--- config.mk ---
export PLATFORM = sky130hd
export DESIGN_NAME = conversor_regbcd_regnbits_flat
export DESIGN_NICKNAME = d
export VERILOG_FILES = /design/src/rtl/conversor_regbcd_regnbits_if.sv /design/src/rtl/conversor_regbcd_regnbits.sv /design/src/flat_wrapper.sv
export SDC_FILE = /design/constraint.sdc
export NUM_CORES = 1
export LEC_CHECK = 0
export CORE_ASPECT_RATIO = 1.75
export CORE_MARGIN = 2
export CORE_UTILIZATION = 58
export CTS_CLUSTER_DIAMETER = 50
export DETAILED_ROUTE_END_ITERATION = 8
export PLACE_DENSITY_LB_ADDON = 0.08
export SLEW_MARGIN = 0
export SYNTH_ARGS = -nofsm -noshare
export SYNTH_HDL_FRONTEND = slang
export SYNTH_SLANG_ARGS = --single-unit
--- constraint.sdc ---
create_clock -name clk -period 3.4 [get_ports clk]
set_input_delay 0.68 -clock clk [delete_from_list [all_inputs] [get_ports clk]]
set_output_delay 0.68 -clock clk [all_outputs]
set_load 0.01 [all_outputs]
--- src/rtl/conversor_regbcd_regnbits_if.sv ---
// Handshake and data bundle between a controlling FSM and the BCD-to-binary converter.
// The master drives the start request and the BCD operand; the slave returns result and status.
// Width of the binary result is TAM_REG_BIN; the BCD operand is four bits wider.
interface conversor_regbcd_regnbits_if #(
  parameter int TAM_REG_BIN = 16
);
  logic                     inicio;
  logic [TAM_REG_BIN+3:0]   reg_BCD;
  logic [TAM_REG_BIN-1:0]   reg_binario;
  logic                     ocupado;
  logic                     listo;
  logic                     desborde;
  logic                     error_digito;

  modport master (
    output inicio, reg_BCD,
    input  reg_binario, ocupado, listo, desborde, error_digito
  );

  modport slave (
    input  inicio, reg_BCD,
    output reg_binario, ocupado, listo, desborde, error_digito
  );
endinterface

--- src/rtl/conversor_regbcd_regnbits.sv ---
// Sequential BCD-to-binary converter using reverse double-dabble (shift right, then -3 on digits >= 8).
// Latency: listo in the cycle after edge k+N for a valid start at edge k; cycle after k for a bad digit.
// Backpressure: none; inicio is ignored while ocupado is high, no request queuing.
module conversor_regbcd_regnbits #(
  parameter int TAM_REG_BIN = 16
) (
  input  logic                          clk,
  input  logic                          reset,
  conversor_regbcd_regnbits_if.slave    bus
);

  localparam int N  = TAM_REG_BIN;
  localparam int D  = (N + 4) / 4;
  localparam int CW = $clog2(N + 1);

  typedef enum logic [1:0] {
    REPOSO    = 2'd0,
    CONVIERTE = 2'd1,
    FIN       = 2'd2
  } estado_t;

  estado_t           estado_q;
  logic [N+3:0]      bcd_q;
  logic [N-1:0]      bin_q;
  logic [CW-1:0]     cnt_q;
  logic [N-1:0]      reg_binario_q;
  logic              listo_q;
  logic              desborde_q;
  logic              error_digito_q;

  logic [2*N+3:0]    paso_d;
  logic              digito_invalido;

  // One iteration: shift {bcd, bin} right, then correct each BCD digit independently.
  always_comb begin
    paso_d = {bcd_q, bin_q} >> 1;
    for (int i = 0; i < D; i++) begin
      if (paso_d[N + 4*i + 3 -: 4] >= 4'd8) begin
        paso_d[N + 4*i + 3 -: 4] = paso_d[N + 4*i + 3 -: 4] - 4'd3;
      end
    end
  end

  // Flag any operand digit above 9 so the conversion can be skipped.
  always_comb begin
    digito_invalido = 1'b0;
    for (int i = 0; i < D; i++) begin
      if (bus.reg_BCD[4*i + 3 -: 4] > 4'd9) begin
        digito_invalido = 1'b1;
      end
    end
  end

  // Control FSM with datapath; results only load on FIN entry and hold otherwise.
  always_ff @(posedge clk or posedge reset) begin
    if (reset) begin
      estado_q       <= REPOSO;
      bcd_q          <= '0;
      bin_q          <= '0;
      cnt_q          <= '0;
      reg_binario_q  <= '0;
      listo_q        <= 1'b0;
      desborde_q     <= 1'b0;
      error_digito_q <= 1'b0;
    end else begin
      listo_q <= 1'b0;
      case (estado_q)
        REPOSO: begin
          if (bus.inicio) begin
            bcd_q <= bus.reg_BCD;
            bin_q <= '0;
            cnt_q <= '0;
            if (digito_invalido) begin
              estado_q       <= FIN;
              listo_q        <= 1'b1;
              error_digito_q <= 1'b1;
              desborde_q     <= 1'b0;
              reg_binario_q  <= '0;
            end else begin
              estado_q <= CONVIERTE;
            end
          end
        end
        CONVIERTE: begin
          bcd_q <= paso_d[2*N+3:N];
          bin_q <= paso_d[N-1:0];
          cnt_q <= cnt_q + 1'b1;
          // The last shift leaves floor(value / 2^N) in the BCD remainder.
          if (cnt_q == CW'(N - 1)) begin
            estado_q       <= FIN;
            listo_q        <= 1'b1;
            reg_binario_q  <= paso_d[N-1:0];
            desborde_q     <= |paso_d[2*N+3:N];
            error_digito_q <= 1'b0;
          end
        end
        FIN: begin
          estado_q <= REPOSO;
        end
        default: begin
          estado_q <= REPOSO;
        end
      endcase
    end
  end

  assign bus.reg_binario  = reg_binario_q;
  assign bus.ocupado      = (estado_q != REPOSO);
  assign bus.listo        = listo_q;
  assign bus.desborde     = desborde_q;
  assign bus.error_digito = error_digito_q;

endmodule
--- src/flat_wrapper.sv ---
// flat-port wrapper written by rule: the top's interface ports become plain ports
module conversor_regbcd_regnbits_flat 
#(
  parameter int TAM_REG_BIN = 16
)
  (clk, reset, bus_inicio, bus_reg_BCD, bus_reg_binario, bus_ocupado, bus_listo, bus_desborde, bus_error_digito);
  conversor_regbcd_regnbits_if #(.TAM_REG_BIN(TAM_REG_BIN)) bus_i ();
  input  logic clk;
  input  logic reset;
  input wire logic [$bits(bus_i.inicio)-1:0] bus_inicio;
  input wire logic [$bits(bus_i.reg_BCD)-1:0] bus_reg_BCD;
  output wire logic [$bits(bus_i.reg_binario)-1:0] bus_reg_binario;
  output wire logic [$bits(bus_i.ocupado)-1:0] bus_ocupado;
  output wire logic [$bits(bus_i.listo)-1:0] bus_listo;
  output wire logic [$bits(bus_i.desborde)-1:0] bus_desborde;
  output wire logic [$bits(bus_i.error_digito)-1:0] bus_error_digito;
  assign bus_i.inicio = bus_inicio;
  assign bus_i.reg_BCD = bus_reg_BCD;
  assign bus_reg_binario = bus_i.reg_binario;
  assign bus_ocupado = bus_i.ocupado;
  assign bus_listo = bus_i.listo;
  assign bus_desborde = bus_i.desborde;
  assign bus_error_digito = bus_i.error_digito;
  conversor_regbcd_regnbits #(.TAM_REG_BIN(TAM_REG_BIN)) u_core (.clk(clk), .reset(reset), .bus(bus_i));
endmodule
==> impl_table.tex, run 1 <==
\begin{tabular}{lr}
\hline
Metric & Value \\
\hline
\multicolumn{2}{l}{\textbf{Run status}} \\
Status & completed \\
\multicolumn{2}{l}{\textbf{Floorplanning}} \\
Site row count & 33 \\
Die X & around 57 microns \\
Io pins & between 40 and 50 \\
Initial core utilization & 60.6\% \\
Area enclosed by the die boundary & 5560 sq um \\
Core box area & between 4000 and 5000 sq um \\
Vert. Die Dim & roughly 97 microns \\
\multicolumn{2}{l}{\textbf{STA}} \\
Peak Freq & 0.382 GHz \\
Period minus WS final & about 2.6 ns \\
Max Slew Vio Count & 0 \\
Unrepaired setup endpoints after global routing & no \\
Post-route setup TNS & 0 ns \\
Count of endpoints failing setup in the final report & 0 \\
WHS & 0.478 ns \\
Worst-margin pin slew & between 0.9 and 1 ns \\
Fin. Hold Viols & 0 \\
Relative slew slack & between 30\% and 40\% \\
Post-route fraction of the period consumed by the critical path & between 70\% and 80\% \\
Worst Skew & between 0.006 and 0.007 ns \\
\multicolumn{2}{l}{\textbf{Final layout}} \\
Most common cell after layout, fill and taps aside & sky130\_fd\_sc\_hd\_\_nand2\_1 \\
Final layout net count & roughly 390 \\
Commonest cells after routing, fill and taps aside & 74 x sky130\_fd\_sc\_hd\_\_nand2\_1, 61 x sky130\_fd\_sc\_hd\_\_dfrtp\_1, 42 x sky130\_fd\_sc\_hd\_\_clkdlybuf4s50\_1 \\
Final antenna diode count & 0 \\
Synth-to-Final Area Change & 22.8\% \\
Final instance count without filler cells & just over 400 \\
Fraction of layout cells with a size suffix above 1 & under 10\% \\
\multicolumn{2}{l}{\textbf{Place}} \\
Global placer's final weighted congestion & a little under 0.9 \\
HPWL reported at the end of detailed placement & $\sim$4700 microns \\
Total placed cells including tap cells & roughly 390 \\
Total of buffers placed on input and output ports & between 40 and 50 \\
\multicolumn{2}{l}{\textbf{Setup path}} \\
Type of element capturing the critical path & output pin \\
Worst setup slack for register-to-register paths & about 1.3 ns \\
Max FO, Critical Path & 20 \\
Setup crit start kind & register \\
Type of the worst setup path & reg2out \\
Data arrival time of the worst path & $\sim$1.9 ns \\
CP required & around 2.7 ns \\
\multicolumn{2}{l}{\textbf{Yosys}} \\
Sequential-to-total area share from yosys stat & a little over half \\
Share of Yosys cell area claimed by the top area cell type & a little over half \\
Async set or reset register ratio after synthesis & 100\% \\
FF+latch count, synth & between 60 and 70 \\
Warning count from the yosys run & 0 \\
Largest cells by area after synthesis & sky130\_fd\_sc\_hd\_\_dfrtp\_1 53\%, sky130\_fd\_sc\_hd\_\_nand2\_1 9.7\%, sky130\_fd\_sc\_hd\_\_ha\_1 4.3\%, sky130\_fd\_sc\_hd\_\_o21ai\_1 3.7\%, sky130\_fd\_sc\_hd\_\_a21oi\_1 2.4\% \\
Average cell area after synthesis & 9.37 sq um \\
Top cell type by total area after synthesis & sky130\_fd\_sc\_hd\_\_dfrtp\_1 \\
Post-Synthesis Cell Area & 2880 sq um \\
Synth Flop Type & sky130\_fd\_sc\_hd\_\_dfrtp\_1 \\
Number of synthesized flops with an enable pin & 0 \\
Syn Nets & 340 \\
Synthesized netlist cell count & between 300 and 400 \\
Synth cell types & 40 \\
\multicolumn{2}{l}{\textbf{Routing}} \\
Pre-antenna DRT Iters & 5 \\
Iteration-0 DRC Markers & 78 \\
Vias & about 2400 \\
DR WL/cell & 16.4 microns \\
Drc violations & 0 \\
Remaining number of nets flagged by the antenna check after routing & 0 \\
Final wirelength & between 6000 and 7000 microns \\
Vias per cell & approximately 5.8 \\
\multicolumn{2}{l}{\textbf{Clock network}} \\
Cts-stage hold buffer count & 0 \\
Post-cts repair resize count & 0 \\
Depth of the CTS H-tree & 3 \\
Source-to-sink clock delay at the later pin of the worst-skew pair & 0.33 ns \\
Maximum clock path buffer count & 2 \\
Clock transition at path regs & 0.07 ns \\
Post-CTS repair timing setup buffer count & 0 \\
Number of buffers created by CTS & 9 \\
Clock tree from TritonCTS & built \\
CTS root buf & sky130\_fd\_sc\_hd\_\_clkbuf\_8 \\
Clock Sink Count & a little over 60 \\
\multicolumn{2}{l}{\textbf{GRT}} \\
Pin count of the biggest net entering global routing & 47 \\
Wire length of the first global-routing pass & 11200 microns \\
Initial antenna violation count & 0 \\
Via count of the first global-routing pass & between 2000 and 3000 \\
GRT Util Overall & approximately a quarter \\
Remaining global-route overflow & 0 \\
\multicolumn{2}{l}{\textbf{Hold path}} \\
Type of the worst min-delay path & reg2reg \\
\multicolumn{2}{l}{\textbf{Power}} \\
Areal power density over the cells & between 500 and 600 nW/um\^{}2 \\
Leakage component of the power & approximately 1.7 nW \\
Worst-case vdd ir drop & about 420 uV \\
\multicolumn{2}{l}{\textbf{Job}} \\
Max-capacitance violation count & 0 \\
\hline
\end{tabular}
sequential cells by signal (all words and copies together), names as in the netlist:
| register | flops |
|---|---|
| u_core.bus.desborde | 1 |
| u_core.estado_q | 2 |
| u_core.bcd_q | 20 |
| u_core.cnt_q | 5 |
| u_core.bus.reg_binario | 16 |
| u_core.bus.listo | 1 |
| u_core.bin_q | 15 |
| u_core.bus.error_digito | 1 |
cell families (layout without fill, tap and decap cells):
logic type                 Yosys count  after routing  share of synthesized area, %
and+or+nand+nor                    116            116                          17.7
AOI/OAI and AO/OA                   74             74                          15.9
DFF                                 61             61                          53.0
buffers and inverters               33             83                          4.57
adders and majority gates           10             10                          4.35
xor gates and xnor gates             8              8                          2.70
muxes                                5              5                          1.78
final timing paths:
kind / cells after the start / endpoint / start
setup / recovery: 3 / bus_ocupado / u_core.estado_q[1]
hold / removal: 2 / u_core.bin_q[4] / u_core.bin_q[4]
setup reg to reg: 8 / u_core.bus.error_digito / u_core.cnt_q[0]
hold reg to reg: 2 / u_core.bin_q[4] / u_core.bin_q[4]
max in group asynchronous: 3 / u_core.bin_q[9] / reset
min in group asynchronous: 2 / u_core.bcd_q[5] / reset
through the flow:
step / total power, W / instance area (sq um) / utilization [%] / setup WS, ns
floorplan: 0.00134 / 2880 / - / 1.21
global placement: 0.00151 / 3370 / 70.9 / 0.984
detailed placement: 0.00153 / 3370 / 70.9 / 0.972
CTS: 0.00208 / 3530 / 74.4 / 0.800
global route: 0.00218 / 3530 / 74.4 / 0.709
finish: 0.00207 / 3530 / 74.4 / 0.783
routing by layer:
metal | share of wire, % | track usage, % | wire (microns) | vias up
met5 | 0 | 0 | 0 | -
met4 | 3.7 | 13.6 | 246 | 0
met3 | 5.0 | 7.32 | 334 | 23
met2 | 53 | 42.9 | 3520 | 73
met1 | 39 | 30.3 | 2600 | 1167
li1 | - | - | - | 1125
worst max-delay path: stages (launching register included):
cell and delay (ns):
sky130_fd_sc_hd__dfrtp_1 0.79, sky130_fd_sc_hd__nor2_1 0.18, sky130_fd_sc_hd__inv_1 0.09, sky130_fd_sc_hd__clkdlybuf4s50_1 0.53
area by class of cell:
type                            instances  area, sq um
Sequential cell                        61         1530
Multi-Input combinational cell        213         1230
Fill cell                             386         1210
Timing Repair Buffer                   48          478
Clock buffer                           10          128
Inverter                               19         71.3
Tap cell                               52         65.1
Clock inverter                          6         40.0
where the power goes:
part           internal [W]  total, W  switching [W]
clock network      0.000262  0.000543       0.000280
registers          0.000826  0.000968       0.000142
logic              0.000251  0.000561       0.000310
synthesized netlist by cell type, drive strengths merged, types with 2 or more instances:
master / n
a21o: 3
a21oi: 14
a22oi: 6
a31oi: 2
a32oi: 3
buf: 7
clkbuf: 7
dfrtp: 61
ha: 10
inv: 19
mux2i: 4
nand2: 75
nand2b: 6
nand3: 5
nand4: 4
nor2: 14
nor2b: 8
o21ai: 30
o22a: 4
o22ai: 5
xnor2: 8
No activity file was read; power rests on OpenSTA's default activity.
==> inputs of run 2 (changes only) <==
--- a/config.mk
+++ b/config.mk
@@ -7,7 +7,7 @@
 export LEC_CHECK = 0
 export CORE_ASPECT_RATIO = 1.75
 export CORE_MARGIN = 2
-export CORE_UTILIZATION = 58
+export CORE_UTILIZATION = 54
 export CTS_CLUSTER_DIAMETER = 50
 export DETAILED_ROUTE_END_ITERATION = 8
 export PLACE_DENSITY_LB_ADDON = 0.08
==> constraint.sdc (replaced) <==
create_clock -name clk -period 2.67 [get_ports clk]
set_input_delay 0.534 -clock clk [delete_from_list [all_inputs] [get_ports clk]]
set_output_delay 0.534 -clock clk [all_outputs]
set_load 0.01 [all_outputs]
==> impl_table.tex, run 2 (synthesized netlist as in run 1, its figures left out) <==
\begin{tabular}{lr}
\hline
Metric & Value \\
\hline
\multicolumn{2}{l}{\textbf{Run status}} \\
Status & completed \\
\multicolumn{2}{l}{\textbf{STA}} \\
Post-route fraction of the period consumed by the critical path & between 70\% and 80\% \\
Worst-margin pin slew & just over 1 ns \\
Post-route setup TNS & 0 ns \\
Worst Skew & about 0.004 ns \\
Count of endpoints failing setup in the final report & 0 \\
Final WS setup & between 0.5 and 0.6 ns \\
Unrepaired setup endpoints after global routing & no \\
Max Slew Vio Count & 0 \\
Peak Freq & about 0.47 GHz \\
Period minus WS final & about 2.1 ns \\
Fin. Hold Viols & 0 \\
Relative slew slack & between 30\% and 40\% \\
\multicolumn{2}{l}{\textbf{Final layout}} \\
Fraction of layout cells with a size suffix above 1 & under 10\% \\
Synth-to-Final Area Change & 24.8\% \\
Post-route standard cell area excluding fillers & between 3000 and 4000 sq um \\
Final instance count without filler cells & between 400 and 500 \\
Number of inserted filler cells in the final layout & around 450 \\
Largest reg by FF count & u\_core.bcd\_q \\
Most common cell after layout, fill and taps aside & sky130\_fd\_sc\_hd\_\_nand2\_1 \\
Commonest cells after routing, fill and taps aside & 74 x sky130\_fd\_sc\_hd\_\_nand2\_1, 61 x sky130\_fd\_sc\_hd\_\_dfrtp\_1, 42 x sky130\_fd\_sc\_hd\_\_clkdlybuf4s50\_1 \\
Final antenna diode count & 0 \\
Largest register FFs & 20 \\
Final layout net count & slightly below 400 \\
\multicolumn{2}{l}{\textbf{Setup path}} \\
CP required & approximately 2.1 ns \\
Max FO, Critical Path & 6 \\
Data arrival time of the worst path & $\sim$1.6 ns \\
Type of the worst setup path & reg2out \\
Type of element capturing the critical path & output pin \\
Setup crit start kind & register \\
\multicolumn{2}{l}{\textbf{Power}} \\
Power share of the clock group & approximately 30\% \\
Internal power & around 0.0018 W \\
Total net switching power & between 0.0009 and 0.001 W \\
Portion of total power attributed to combinational logic & around a quarter \\
Switching Fraction & roughly a third \\
Worst-case vdd ir drop & 690 uV \\
Areal power density over the cells & 765 nW/um\^{}2 \\
Leakage component of the power & between 1.5 and 2 nW \\
Sequential share of power & around 44\% \\
\multicolumn{2}{l}{\textbf{GRT}} \\
Wire length of the first global-routing pass & about 11000 microns \\
Remaining global-route overflow & 0 \\
Pin count of the biggest net entering global routing & 33 \\
Via count of the first global-routing pass & 2313 \\
GRT Util Overall & 23.9\% \\
Initial antenna violation count & 0 \\
\multicolumn{2}{l}{\textbf{Place}} \\
HPWL reported at the end of detailed placement & approximately 4500 microns \\
Setup Slack @ Placement & between 0.3 and 0.4 ns \\
Global placer's final weighted congestion & approximately 0.77 \\
Total placed cells including tap cells & between 300 and 400 \\
Total of buffers placed on input and output ports & 42 \\
Cell Area, Placed & approximately 3400 sq um \\
\multicolumn{2}{l}{\textbf{Routing}} \\
Remaining number of nets flagged by the antenna check after routing & 0 \\
Final wirelength & roughly 6200 microns \\
Total met2 wirelength after detailed routing & about 3300 microns \\
Vias & 2280 \\
Iteration-0 DRC Markers & 66 \\
Met1 wire length & $\sim$2600 microns \\
Drc violations & 0 \\
Pre-antenna DRT Iters & 4 \\
DR WL/cell & 15.1 microns \\
Total met3 wirelength after detailed routing & $\sim$200 microns \\
Vias per cell & about 5.5 \\
Max layer used & met4 \\
\multicolumn{2}{l}{\textbf{Clock network}} \\
Maximum clock path buffer count & 2 \\
Post-CTS repair timing setup buffer count & 0 \\
Clock Sink Count & 61 \\
Cts-stage hold buffer count & 0 \\
Post-cts repair resize count & 0 \\
Number of buffers created by CTS & 9 \\
Clock tree from TritonCTS & built \\
CTS root buf & sky130\_fd\_sc\_hd\_\_clkbuf\_8 \\
Depth of the CTS H-tree & 3 \\
Source-to-sink clock delay at the later pin of the worst-skew pair & 0.34 ns \\
Clock transition at path regs & approximately 0.06 ns \\
\multicolumn{2}{l}{\textbf{Floorplanning}} \\
Core box area & about 5200 sq um \\
Die X & roughly 60 microns \\
Site row count & 35 \\
Initial core utilization & $\sim$55\% \\
Area enclosed by the die boundary & a little under 6000 sq um \\
Io pins & 43 \\
Vert. Die Dim & between 100 and 150 microns \\
\multicolumn{2}{l}{\textbf{Hold path}} \\
Type of the worst min-delay path & reg2reg \\
\multicolumn{2}{l}{\textbf{Job}} \\
Max-capacitance violation count & 0 \\
\hline
\end{tabular}
==> run 2: cell count changes in the layout (fill, tap and decap cells not counted) <==
cell | before | now
sky130_fd_sc_hd__buf_4 | 5 | 8
sky130_fd_sc_hd__clkbuf_8 | 9 | 11
sky130_fd_sc_hd__clkinv_4 | 2 | 0
sky130_fd_sc_hd__bufinv_16 | 0 | 1
sky130_fd_sc_hd__clkbuf_1 | 1 | 0
sky130_fd_sc_hd__clkinv_2 | 3 | 2
==> run 2: layer usage <==
metal	GRT usage, %	vias to the layer above
li1	-	1121
met1	27.2	1090
met2	39.9	56
met3	6.80	13
met4	11.4	0
met5	0	-
==> run 2: final cells by class <==
| cell class | instances | area (sq um) | share of cell area, % |
|---|---|---|---|
| Sequential cell | 61 | 1530 | 42.5 |
| Clock inverter | 4 | 47.5 | 1.32 |
| Inverter | 19 | 71.3 | 1.99 |
| Multi-Input combinational cell | 213 | 1230 | 34.1 |
| Clock buffer | 11 | 151 | 4.21 |
| Timing Repair Buffer | 51 | 500 | 13.9 |
| Tap cell | 55 | 68.8 | 1.92 |
==> run 2: worst paths after layout <==
path / startpoint / end / slack (ns) / cells after the start
worst min register to register: u_core.bin_q[13] / u_core.bin_q[13] / 0.48 / 2
max in group asynchronous: reset / u_core.bus.reg_binario[13] / 1.55 / 3
worst max-delay path: u_core.estado_q[1] / bus_ocupado / 0.54 / 3
worst min-delay path: u_core.bin_q[13] / u_core.bin_q[13] / 0.48 / 2
min in group asynchronous: reset / u_core.bus.reg_binario[12] / 0.55 / 2
worst max register to register: u_core.estado_q[0] / u_core.bus.reg_binario[13] / 0.69 / 7
==> run 2: worst max-delay path: stages, from the launching register on <==
cell,delay (ns)
sky130_fd_sc_hd__dfrtp_1,0.46
sky130_fd_sc_hd__nor2_1,0.25
sky130_fd_sc_hd__inv_1,0.08
sky130_fd_sc_hd__clkdlybuf4s50_1,0.48
==> run 2: metrics by stage <==
step                util, %  total power [W]  hold WS (ns)
floorplan                 -          0.00170         0.437
global placement       65.1          0.00192         0.460
detailed placement     65.1          0.00194         0.463
CTS                    68.9          0.00276         0.479
global route           68.9          0.00289         0.498
finish                 68.9          0.00275         0.475
==> run 2: power by group through the flow <==
stage	clock network (W)	logic (W)	registers (W)
after global routing	0.000878	0.000785	0.00123
after global placement	0	0.000699	0.00122
after detailed placement	0	0.000710	0.00123
final	0.000825	0.000707	0.00122
after floorplan	0	0.000535	0.00117
after CTS	0.000837	0.000714	0.00121
==> inputs of run 3 (changes only) <==
==> constraint.sdc (replaced) <==
create_clock -name clk -period 2.2 [get_ports clk]
set_input_delay 0.44 -clock clk [delete_from_list [all_inputs] [get_ports clk]]
set_output_delay 0.44 -clock clk [all_outputs]
set_load 0.01 [all_outputs]
==> impl_table.tex, run 3 (synthesized netlist as in run 1, its figures left out) <==
\begin{tabular}{lr}
\hline
Metric & Value \\
\hline
\multicolumn{2}{l}{\textbf{Final layout}} \\
Core occupancy in the finished layout & between 60\% and 70\% \\
Final antenna diode count & 0 \\
Post-route standard cell area excluding fillers & around 3600 sq um \\
Largest reg by FF count & u\_core.bcd\_q \\
Fraction of layout cells with a size suffix above 1 & a little over a tenth \\
Largest register FFs & 20 \\
Final layout net count & between 300 and 400 \\
Synth-to-Final Area Change & 26.7\% \\
Most common cell after layout, fill and taps aside & sky130\_fd\_sc\_hd\_\_nand2\_1 \\
Commonest cells after routing, fill and taps aside & 74 x sky130\_fd\_sc\_hd\_\_nand2\_1, 61 x sky130\_fd\_sc\_hd\_\_dfrtp\_1, 42 x sky130\_fd\_sc\_hd\_\_clkdlybuf4s50\_1 \\
\multicolumn{2}{l}{\textbf{Job}} \\
Max-capacitance violation count & 0 \\
\multicolumn{2}{l}{\textbf{Power}} \\
Power share of the clock group & 32.1\% \\
Portion of total power attributed to combinational logic & 25.4\% \\
Worst-case vdd ir drop & 719 uV \\
Switching Fraction & 32.5\% \\
Areal power density over the cells & $\sim$950 nW/um\^{}2 \\
Leakage component of the power & 1.73 nW \\
Total net switching power & between 0.001 and 0.0015 W \\
Internal power & between 0.002 and 0.0025 W \\
Sequential share of power & a little over two fifths \\
\multicolumn{2}{l}{\textbf{STA}} \\
Post-route setup TNS & 0 ns \\
Unrepaired setup endpoints after global routing & no \\
Period minus WS final & around 2 ns \\
Count of endpoints failing setup in the final report & 0 \\
Fin. Hold Viols & 0 \\
Max Slew Vio Count & 0 \\
Worst Skew & $\sim$0.0055 ns \\
Worst-margin pin slew & about 0.44 ns \\
Post-route fraction of the period consumed by the critical path & 90.0\% \\
Final WS setup & about 0.22 ns \\
Peak Freq & just over 0.5 GHz \\
Relative slew slack & 70.6\% \\
\multicolumn{2}{l}{\textbf{GRT}} \\
GRT Util Overall & a little under a quarter \\
Pin count of the biggest net entering global routing & 24 \\
Via count of the first global-routing pass & 2286 \\
Initial antenna violation count & 0 \\
Wire length of the first global-routing pass & 10400 microns \\
Remaining global-route overflow & 0 \\
\multicolumn{2}{l}{\textbf{Floorplanning}} \\
Io pins & 43 \\
Core box area & roughly 5200 sq um \\
Area enclosed by the die boundary & approximately 6000 sq um \\
Die X & just under 60 microns \\
Site row count & 35 \\
Vert. Die Dim & approximately 100 microns \\
Initial core utilization & 55.2\% \\
\multicolumn{2}{l}{\textbf{Clock network}} \\
Maximum clock path buffer count & 2 \\
Cts-stage hold buffer count & 0 \\
Source-to-sink clock delay at the later pin of the worst-skew pair & between 0.3 and 0.4 ns \\
Clock tree from TritonCTS & built \\
Clock transition at path regs & around 0.070 ns \\
CTS root buf & sky130\_fd\_sc\_hd\_\_clkbuf\_8 \\
Number of buffers created by CTS & 9 \\
Depth of the CTS H-tree & 3 \\
Post-cts repair resize count & 0 \\
Clock Sink Count & between 60 and 70 \\
Post-CTS repair timing setup buffer count & 0 \\
\multicolumn{2}{l}{\textbf{Place}} \\
HPWL reported at the end of detailed placement & about 4700 microns \\
Cell Area, Placed & between 3000 and 4000 sq um \\
Total of buffers placed on input and output ports & 42 \\
Global placer's final weighted congestion & about 0.80 \\
Setup Slack @ Placement & 0.126 ns \\
\multicolumn{2}{l}{\textbf{Routing}} \\
Remaining number of nets flagged by the antenna check after routing & 0 \\
Iteration-0 DRC Markers & 84 \\
Final wirelength & roughly 6300 microns \\
Pre-antenna DRT Iters & 4 \\
Drc violations & 0 \\
Vias per cell & 5.64 \\
Vias & between 2000 and 2500 \\
DR WL/cell & 15.1 microns \\
\multicolumn{2}{l}{\textbf{Setup path}} \\
Worst reg2reg path depth & 8 \\
Data arrival time of the worst path & approximately 1.5 ns \\
Type of the worst setup path & reg2out \\
Setup crit start & u\_core.estado\_q[1] \\
Max FO, Critical Path & 4 \\
Setup crit start kind & register \\
Reg-to-reg startpoint & u\_core.cnt\_q[0] \\
CP required & about 1.8 ns \\
Type of element capturing the critical path & output pin \\
Worst r2r dst & u\_core.bus.reg\_binario[15] \\
Worst setup slack for register-to-register paths & between 0.3 and 0.4 ns \\
\multicolumn{2}{l}{\textbf{Run status}} \\
Status & completed \\
\multicolumn{2}{l}{\textbf{Hold path}} \\
Type of the worst min-delay path & in2async \\
\hline
\end{tabular}
## run 3: cell count changes in the layout (fill, tap and decap cells not counted)
cell,change
sky130_fd_sc_hd__buf_4,+1
sky130_fd_sc_hd__clkbuf_8,-1
sky130_fd_sc_hd__buf_12,+1
sky130_fd_sc_hd__bufinv_16,+1
sky130_fd_sc_hd__clkinv_4,+1
## run 3: stage by stage
stage                     instances  hold slack (ns)  total power [W]
final                           417            0.420          0.00347
after global routing            417            0.456          0.00364
after CTS                       417            0.427          0.00348
after detailed placement        401            0.463          0.00237
after global placement          401            0.459          0.00235
after floorplan                 307            0.437          0.00207
## run 3: power by group through the flow
stage,clock (W),sequential (W),combinational (W)
4_1_cts,0.00113,0.00147,0.000885
6_report,0.00111,0.00147,0.000881
3_3_place_gp,0,0.00148,0.000864
3_5_place_dp,0,0.00149,0.000881
2_1_floorplan,0,0.00142,0.000649
5_1_grt,0.00117,0.00149,0.000982
## run 3: worst max-delay path: stages (launching register included)
cell,delay [ns]
sky130_fd_sc_hd__dfrtp_1,0.42
sky130_fd_sc_hd__nor2_1,0.23
sky130_fd_sc_hd__inv_1,0.08
sky130_fd_sc_hd__clkdlybuf4s50_1,0.48
## run 3: final cells by class
type	count	area [sq um]
Fill cell	442	1570
Multi-Input combinational cell	213	1230
Tap cell	55	68.8
Inverter	19	71.3
Timing Repair Buffer	53	528
Clock buffer	10	138
Sequential cell	61	1530
Clock inverter	6	86.3
## run 3: worst max-delay path by stage
stage | endpoint | slack, ns
6_report | bus_ocupado | 0.22
5_1_grt | bus_ocupado | 0.14
4_1_cts | bus_ocupado | 0.21
3_5_place_dp | u_core.bus.reg_binario[15] | 0.13
3_3_place_gp | u_core.bus.reg_binario[11] | 0.14
2_1_floorplan | u_core.bcd_q[0] | 0.25
## run 3: metal layers
| metal | wire (microns) | global-route usage, % | vias up |
|---|---|---|---|
| met3 | 222 | 5.13 | 11 |
| met5 | 0 | 0 | - |
| met4 | 127 | 10.1 | 0 |
| li1 | - | - | 1128 |
| met1 | 2520 | 25.8 | 1148 |
| met2 | 3420 | 41.8 | 65 |
